===== config.mk =====
export PLATFORM = sky130hd
export DESIGN_NAME = register_block_flat
export DESIGN_NICKNAME = d
export VERILOG_FILES = /design/src/rtl/register_block_pkg.sv /design/src/rtl/register_block_if.sv /design/src/rtl/register_cell.sv /design/src/rtl/register_block.sv /design/src/flat_wrapper.sv
export SDC_FILE = /design/constraint.sdc
export NUM_CORES = 1
export LEC_CHECK = 0
export ABC_CLOCK_PERIOD_IN_PS = 4200
export CORE_AREA = 4 4 90 92
export CTS_BUF_LIST = sky130_fd_sc_hd__clkbuf_4 sky130_fd_sc_hd__clkbuf_8
export CTS_CLUSTER_SIZE = 24
export DETAILED_ROUTE_END_ITERATION = 16
export DIE_AREA = 0 0 94 96
export GPL_TIMING_DRIVEN = 0
export MAX_ROUTING_LAYER = met4
export PLACE_DENSITY = 0.79
export SYNTH_ARGS = -nofsm -noshare
export SYNTH_HDL_FRONTEND = slang
export SYNTH_SLANG_ARGS = --single-unit

===== constraint.sdc =====
create_clock -name clock -period 4.2 [get_ports clock]
set_input_delay 0.84 -clock clock [delete_from_list [all_inputs] [get_ports clock]]
set_output_delay 0.84 -clock clock [all_outputs]
set_load 0.03 [all_outputs]

===== src/rtl/register_block_pkg.sv =====
// Shared constants and types for the register block.
// Optional macro: REGISTER_BLOCK_BYPASS_EN (write-to-read forwarding).
package register_block_pkg;
    localparam int DEF_DATA_W   = 8;
    localparam int DEF_ID_W     = 4;
    localparam int DEF_NUM_REGS = 8;

    typedef logic [DEF_DATA_W-1:0] data_t;
endpackage


===== src/rtl/register_block_if.sv =====
// Read/write bus of the register block: two read ports, one write port.
interface register_block_if
    import register_block_pkg::*;
#(
    parameter int DATA_W = DEF_DATA_W,
    parameter int ID_W   = DEF_ID_W
);
    logic [ID_W-1:0]   read1_id;
    logic [DATA_W-1:0] read1_value;
    logic [ID_W-1:0]   read2_id;
    logic [DATA_W-1:0] read2_value;
    logic [ID_W-1:0]   write_id;
    logic [DATA_W-1:0] write_value;
    logic              write_en;

    modport master (
        output read1_id, read2_id,
        output write_id, write_value, write_en,
        input  read1_value, read2_value
    );

    modport slave (
        input  read1_id, read2_id,
        input  write_id, write_value, write_en,
        output read1_value, read2_value
    );
endinterface


===== src/rtl/register_cell.sv =====
// One storage word: async-reset flop with load enable.
module register_cell
    import register_block_pkg::*;
#(
    parameter int DATA_W = DEF_DATA_W
) (
    input  logic              clock,
    input  logic              reset,
    input  logic              i_en,
    input  logic [DATA_W-1:0] i_d,
    output logic [DATA_W-1:0] o_q
);
    logic [DATA_W-1:0] r_q;

    always_ff @(posedge clock or posedge reset) begin
        if (reset)
            r_q <= '0;
        else if (i_en)
            r_q <= i_d;
    end

    assign o_q = r_q;
endmodule


===== src/rtl/register_block.sv =====
// Register file: NUM_REGS cells, one write port, two combinational reads.
// Optional macro: REGISTER_BLOCK_BYPASS_EN forwards write data to reads.
module register_block
    import register_block_pkg::*;
#(
    parameter int DATA_W   = DEF_DATA_W,
    parameter int ID_W     = DEF_ID_W,
    parameter int NUM_REGS = DEF_NUM_REGS
) (
    input  logic            clock,
    input  logic            reset,
    register_block_if.slave bus
);
    logic [NUM_REGS-1:0] w_we;
    logic [DATA_W-1:0]   w_q [NUM_REGS];
    logic [DATA_W-1:0]   w_rd1;
    logic [DATA_W-1:0]   w_rd2;

    // Ids outside 0..NUM_REGS-1 never match, so such writes are dropped.
    always_comb begin
        w_we = '0;
        for (int i = 0; i < NUM_REGS; i++)
            w_we[i] = bus.write_en && (bus.write_id == ID_W'(i));
    end

    for (genvar g = 0; g < NUM_REGS; g++) begin : g_cell
        register_cell #(
            .DATA_W (DATA_W)
        ) u_cell (
            .clock (clock),
            .reset (reset),
            .i_en  (w_we[g]),
            .i_d   (bus.write_value),
            .o_q   (w_q[g])
        );
    end

`ifdef REGISTER_BLOCK_BYPASS_EN
    logic [NUM_REGS-1:0] w_byp;
    assign w_byp = reset ? '0 : w_we;
`endif

    // Unmatched (out-of-range) ids fall through to the zero default.
    always_comb begin
        w_rd1 = '0;
        w_rd2 = '0;
        for (int i = 0; i < NUM_REGS; i++) begin
            if (bus.read1_id == ID_W'(i))
                w_rd1 = w_q[i];
            if (bus.read2_id == ID_W'(i))
                w_rd2 = w_q[i];
`ifdef REGISTER_BLOCK_BYPASS_EN
            if (w_byp[i] && bus.read1_id == ID_W'(i))
                w_rd1 = bus.write_value;
            if (w_byp[i] && bus.read2_id == ID_W'(i))
                w_rd2 = bus.write_value;
`endif
        end
    end

    assign bus.read1_value = w_rd1;
    assign bus.read2_value = w_rd2;
endmodule


===== src/flat_wrapper.sv =====
// flat-port wrapper written by rule: the top's interface ports become plain ports
module register_block_flat import register_block_pkg::*;
#(
    parameter int DATA_W   = DEF_DATA_W,
    parameter int ID_W     = DEF_ID_W,
    parameter int NUM_REGS = DEF_NUM_REGS
)
  (clock, reset, bus_read1_id, bus_read2_id, bus_write_id, bus_write_value, bus_write_en, bus_read1_value, bus_read2_value);
  register_block_if #(.DATA_W(DATA_W), .ID_W(ID_W)) bus_i ();
  input  logic clock;
  input  logic reset;
  input wire logic [$bits(bus_i.read1_id)-1:0] bus_read1_id;
  input wire logic [$bits(bus_i.read2_id)-1:0] bus_read2_id;
  input wire logic [$bits(bus_i.write_id)-1:0] bus_write_id;
  input wire logic [$bits(bus_i.write_value)-1:0] bus_write_value;
  input wire logic [$bits(bus_i.write_en)-1:0] bus_write_en;
  output wire logic [$bits(bus_i.read1_value)-1:0] bus_read1_value;
  output wire logic [$bits(bus_i.read2_value)-1:0] bus_read2_value;
  assign bus_i.read1_id = bus_read1_id;
  assign bus_i.read2_id = bus_read2_id;
  assign bus_i.write_id = bus_write_id;
  assign bus_i.write_value = bus_write_value;
  assign bus_i.write_en = bus_write_en;
  assign bus_read1_value = bus_i.read1_value;
  assign bus_read2_value = bus_i.read2_value;
  register_block #(.DATA_W(DATA_W), .ID_W(ID_W), .NUM_REGS(NUM_REGS)) u_core (.clock(clock), .reset(reset), .bus(bus_i));
endmodule

* Yosys cells after proc, flatten, opt, wreduce, memory -nomap -nowiden *
Cells that the tools add are included.

word-level totals
  bits in registers = 64
  input port bits = 23
  output and inout bits = 16
  word-level logic and storage cells = 56

operators by class
  equal/unequal tests = 21
  mux-type cells = 16
  reductions and logical operators = 11

operators by type and width
  operator                                        count
  two-way mux 8 bit                               16
  == test 4 x 3 -> 1 bit (second input constant)  12
  == test 4 x 2 -> 1 bit (second input constant)  6
  == test 4 x 1 -> 1 bit (second input constant)  3
  zero test 4 bit                                 3
  logical AND 1 bit                               8

* Longest topological paths before layout *
  word-level depth = 9
  depth in mapped cells = 6
  depth with buffers taken out = 4

* Hierarchy *
A second synthesis with hierarchy kept.

unflattened totals
  cell total of the unflattened synthesis = 304
  area, all modules = 3,962.6 µm²

by module, submodules not included
  module          instances  cells each  area an instance (µm²)  seq. area each (µm²)
  register_cell   8          18          335.3                   200.2
  register_block  1          160         1,280.0                 0.0

* Least setup slack after synthesis *
Ideal clock, no wire load.

  kind = input-to-output
  start = input bus_read1_id[0]
  end = output bus_read1_value[2]
  data arrival time = 2.281 ns
  data required time = 3.360 ns
  slack = 1.079 ns
  stages = 6
  buffers on the path = 2
  path through = buf_6 -> buf_6 -> mux2i_1 -> o21ai_0 -> a221oi_1 -> o32ai_1

between the ends
  longest elaborated chain between the ends = 9
  elaborated cells between the ends (all ways) = 16
  classes of those cells = eq/ne (7); mux (8); reduce/logical (1)

RTL lines
  what                            RTL line              text
  from (decl)                     flat_wrapper.sv:12    input wire logic [$bits(bus_i.read1_id)-1:0] bus_read1_id;
  zero test 4 bit                 register_block.sv:48  if (bus.read1_id == ID_W'(i))
  two-way mux 8 bit (7 in a row)  register_block.sv:48
  two-way mux 8 bit *             register_block.sv:48
  to (decl)                       flat_wrapper.sv:17    output wire logic [$bits(bus_i.read1_value)-1:0] bus_read1_value;

Mark *: on every way between the ends. The rest lies on a longest branch, timed or not.

* Worst setup path in the final report *
  start = input bus_read2_id[1]
  end = output bus_read2_value[0]

between the ends
  longest elaborated chain between the ends = 9
  elaborated cells between the ends (all ways) = 16
  classes of those cells = eq/ne (7); mux (8); reduce/logical (1)

RTL lines
  what                            RTL line              text
  from (decl)                     flat_wrapper.sv:13    input wire logic [$bits(bus_i.read2_id)-1:0] bus_read2_id;
  zero test 4 bit                 register_block.sv:50  if (bus.read2_id == ID_W'(i))
  two-way mux 8 bit (7 in a row)  register_block.sv:50
  two-way mux 8 bit *             register_block.sv:50
  to (decl)                       flat_wrapper.sv:18    output wire logic [$bits(bus_i.read2_value)-1:0] bus_read2_value;

Marked as above.

==> impl_metrics.toml <==
[synthesis]
syn_inst = 280
syn_nets = 303
ys_async_sr_fraction = 1.000
synth_ff_type = "dfrtp_1"
yosys_warnings = 0
avgSynthCellArea_sq_um = 13.14
ys_ff_latch = 64
ys_seq_area_frac = 0.4352
syn_area_sq_um = 3680
synth_edf_count = 0
yosysUniqueCellTypes = 33

[critical_path]
cp-end-kind = "primary output"
cp.arrival_ns = 3.19
crit_type = "input port to primary output"
worstPathRequired_ns = 3.36
cp_max_fo = 10
crit_path_top_delay_cell = "clkdlybuf4s50_1"
worstSetupStartpointType = "input port"
critPathMaxStageDelay_ns = 0.73
crit_chain = "clkdlybuf4s50_1 > buf_2 > buf_2 > and4b_1 > nand2_1 > o21ai_0 > clkdlybuf4s50_1"
ff2ff_setup_slack_ns = 3.38
path_delay_family = "buffers and inverters"
crit_buf_inv = 4

[sta]
fin_setup_tns_ns = 0
slew_headroom = 0.5535
period_share = 0.9591
hold_viol = 0
timing.hold.ws_ns = 0.5295
worstMarginPinSlew_ns = 0.6690
rsz0062_at_grt = "no"
slew_violations = 0
setup-violations-final = 0
max_freq_mhz = 248.2
setup_ws_ns = 0.1716
skew_ns = 0
period_minus_slack_ns = 4.028

[global_route]
antenna_found_initial = 0
grt_max_degree = 40
grt-ovfl-total = 0
grt_pass1_vias = 2616
grt_use_total = 0.2230
grt_first_pass_wirelength_mm = 14.37

[cts]
cts_tree = "yes"
hold_buffers = 0
insertion_delay_ns = 0.35
post_cts_buffers = 0
path_clk_slew_ns = 0.08
cts_sinks = 64
root_buffer = "clkbuf_8"
cts_buffers = 9
clk_path_buf_depth = 2
cts-resized-gates = 0
cts.htree.levels = 3

[cells_and_area]
nFillCells = 592
multi_input_area_sq_um = 1943
drive_above_1_share = 0.3765
num-nets-final = 350
largest_reg_flops = 64
syn_to_final_growth_pct = 19.42
antenna_cells = 0
seq_area_sq_um = 1602
final_core_util = 0.6091

[floorplanning]
io_pins = 39
die_h_um = 96
initial_utilization = 0.5101
rows = 31
die_area_sq_um = 9024
die_w_um = 94
core_sq_um = 7214

[placed_design]
post-dp-hpwl_mm = 6.034
globalplace.congestion = 0.9036
portBuffers = 35
pre_cts_slack_ns = 0.2684

[routing]
routed_wl_mm = 9.021
wl_per_cell_um = 20.93
via_count = 2588
antenna_left = 0
drtIter0Drc = 244
firstDrtPassIters = 4
drc = 0
vias_per_cell = 6.005

[power_and_ir_drop]
vdd_drop_max_v = 0.0002665
p_leak_nw = 1.849
power_density_nw_per_um2 = 453.2

[min_path]
hold_path.class = "flop to flop"

[run]
drv_cap = 0

[run_status]
run_status = "finished, final reports clean"
## cell usage after synthesis (2+ instances only)
library cell  number  area, sq um
mux4_2            18        405.4
inv_1              4        15.01
nand2_1           16        60.06
o32ai_1            2        17.52
nand2b_1           4        25.02
nand3b_1           2        15.01
dfrtp_1           64         1602
clkbuf_1           3        11.26
a22oi_1            4        30.03
nor2_1            11        41.29
nor3b_4            3        56.30
o21ai_0            7        35.03
and3_1             2        12.51
a22o_1             3        26.28
mux2i_1           21        210.2
a311oi_1           2        17.52
a221oi_1           2        17.52
buf_6              4        45.04
buf_2              8        40.04
nor2b_1            4        25.02
nand3b_2           2        22.52
mux2_2            69        777.0
a21oi_1           12        60.06
o2bb2ai_1          2        17.52
nor3_1             3        15.01
## cells in the final DEF, fill, tap and decap left out, types with 2 or more instances in the layout
cell and instances:
mux2_2 69, dfrtp_1 64, clkdlybuf4s50_1 35, mux2i_1 21, mux4_2 18, nand2_1 16
a21oi_1 12, nor2_1 11, clkbuf_8 9, buf_2 8, o21ai_0 7, nor2b_1 4
nand2b_1 4, buf_6 4, a22oi_1 4, nor3b_4 3, inv_1 3, a22o_1 3
nor3_1 3, clkbuf_1 3, clkinvlp_4 3, nand3b_2 2, buf_12 2, o2bb2ai_1 2
and3_1 2, nand3b_1 2, a221oi_1 2, a311oi_1 2, o32ai_1 2, bufinv_16 2
## through the flow
stage | cells | area, sq um | total power [mW]
5_1_grt | 431 | 4394 | 2.089
2_1_floorplan | 280 | 3680 | 1.238
3_3_place_gp | 414 | 4154 | 1.379
3_5_place_dp | 415 | 4174 | 1.404
6_report | 431 | 4394 | 1.992
4_1_cts | 431 | 4394 | 1.996
## power by group
part	switching [mW]	internal [mW]	total (mW)
clock network	0.259	0.333	0.592
registers	0.112	0.761	0.873
logic	0.219	0.307	0.527
## metal layers
layer  global-route usage  up-vias  part of all wire
met1               0.2944     1309              0.41
met2               0.3448      102              0.49
met4              0.05535        0             0.018
met5                    -        -                 0
li1                     -     1161                 -
met3              0.06099       16             0.084
## area by class of cell
cell class | count | share of cell area
Inverter | 4 | 0.003417
Clock inverter | 7 | 0.02192
Buffer | 17 | 0.02733
Clock buffer | 9 | 0.02819
Timing Repair Buffer | 36 | 0.08428
Sequential cell | 64 | 0.3645
Tap cell | 99 | 0.02819
Multi-Input combinational cell | 195 | 0.4422
## kinds of logic after synthesis
family,after synthesis,share of synthesized area
and+or+nand+nor,51,0.08602
buffers and inverters,21,0.03672
AOI/OAI and AO/OA,36,0.06359
DFF,64,0.4352
muxes,108,0.3784
## path summary, 6_finish.rpt
| check | endpoint | startpoint | cells after the start |
|---|---|---|---|
| worst max-delay path | bus_read2_value[0] | bus_read2_id[1] | 7 |
| worst min-delay path | u_core.g_cell[2].u_cell.o_q[0]$_DFFE_PP0P_ | u_core.g_cell[2].u_cell.o_q[0]$_DFFE_PP0P_ | 1 |
| worst max register to register | u_core.g_cell[7].u_cell.o_q[0]$_DFFE_PP0P_ | u_core.g_cell[7].u_cell.o_q[0]$_DFFE_PP0P_ | 1 |
| worst min register to register | u_core.g_cell[2].u_cell.o_q[0]$_DFFE_PP0P_ | u_core.g_cell[2].u_cell.o_q[0]$_DFFE_PP0P_ | 1 |
| max in group asynchronous | u_core.g_cell[4].u_cell.o_q[2]$_DFFE_PP0P_ | reset | 3 |
| min in group asynchronous | u_core.g_cell[5].u_cell.o_q[0]$_DFFE_PP0P_ | reset | 2 |
No activity file was read; power rests on OpenSTA's default activity.
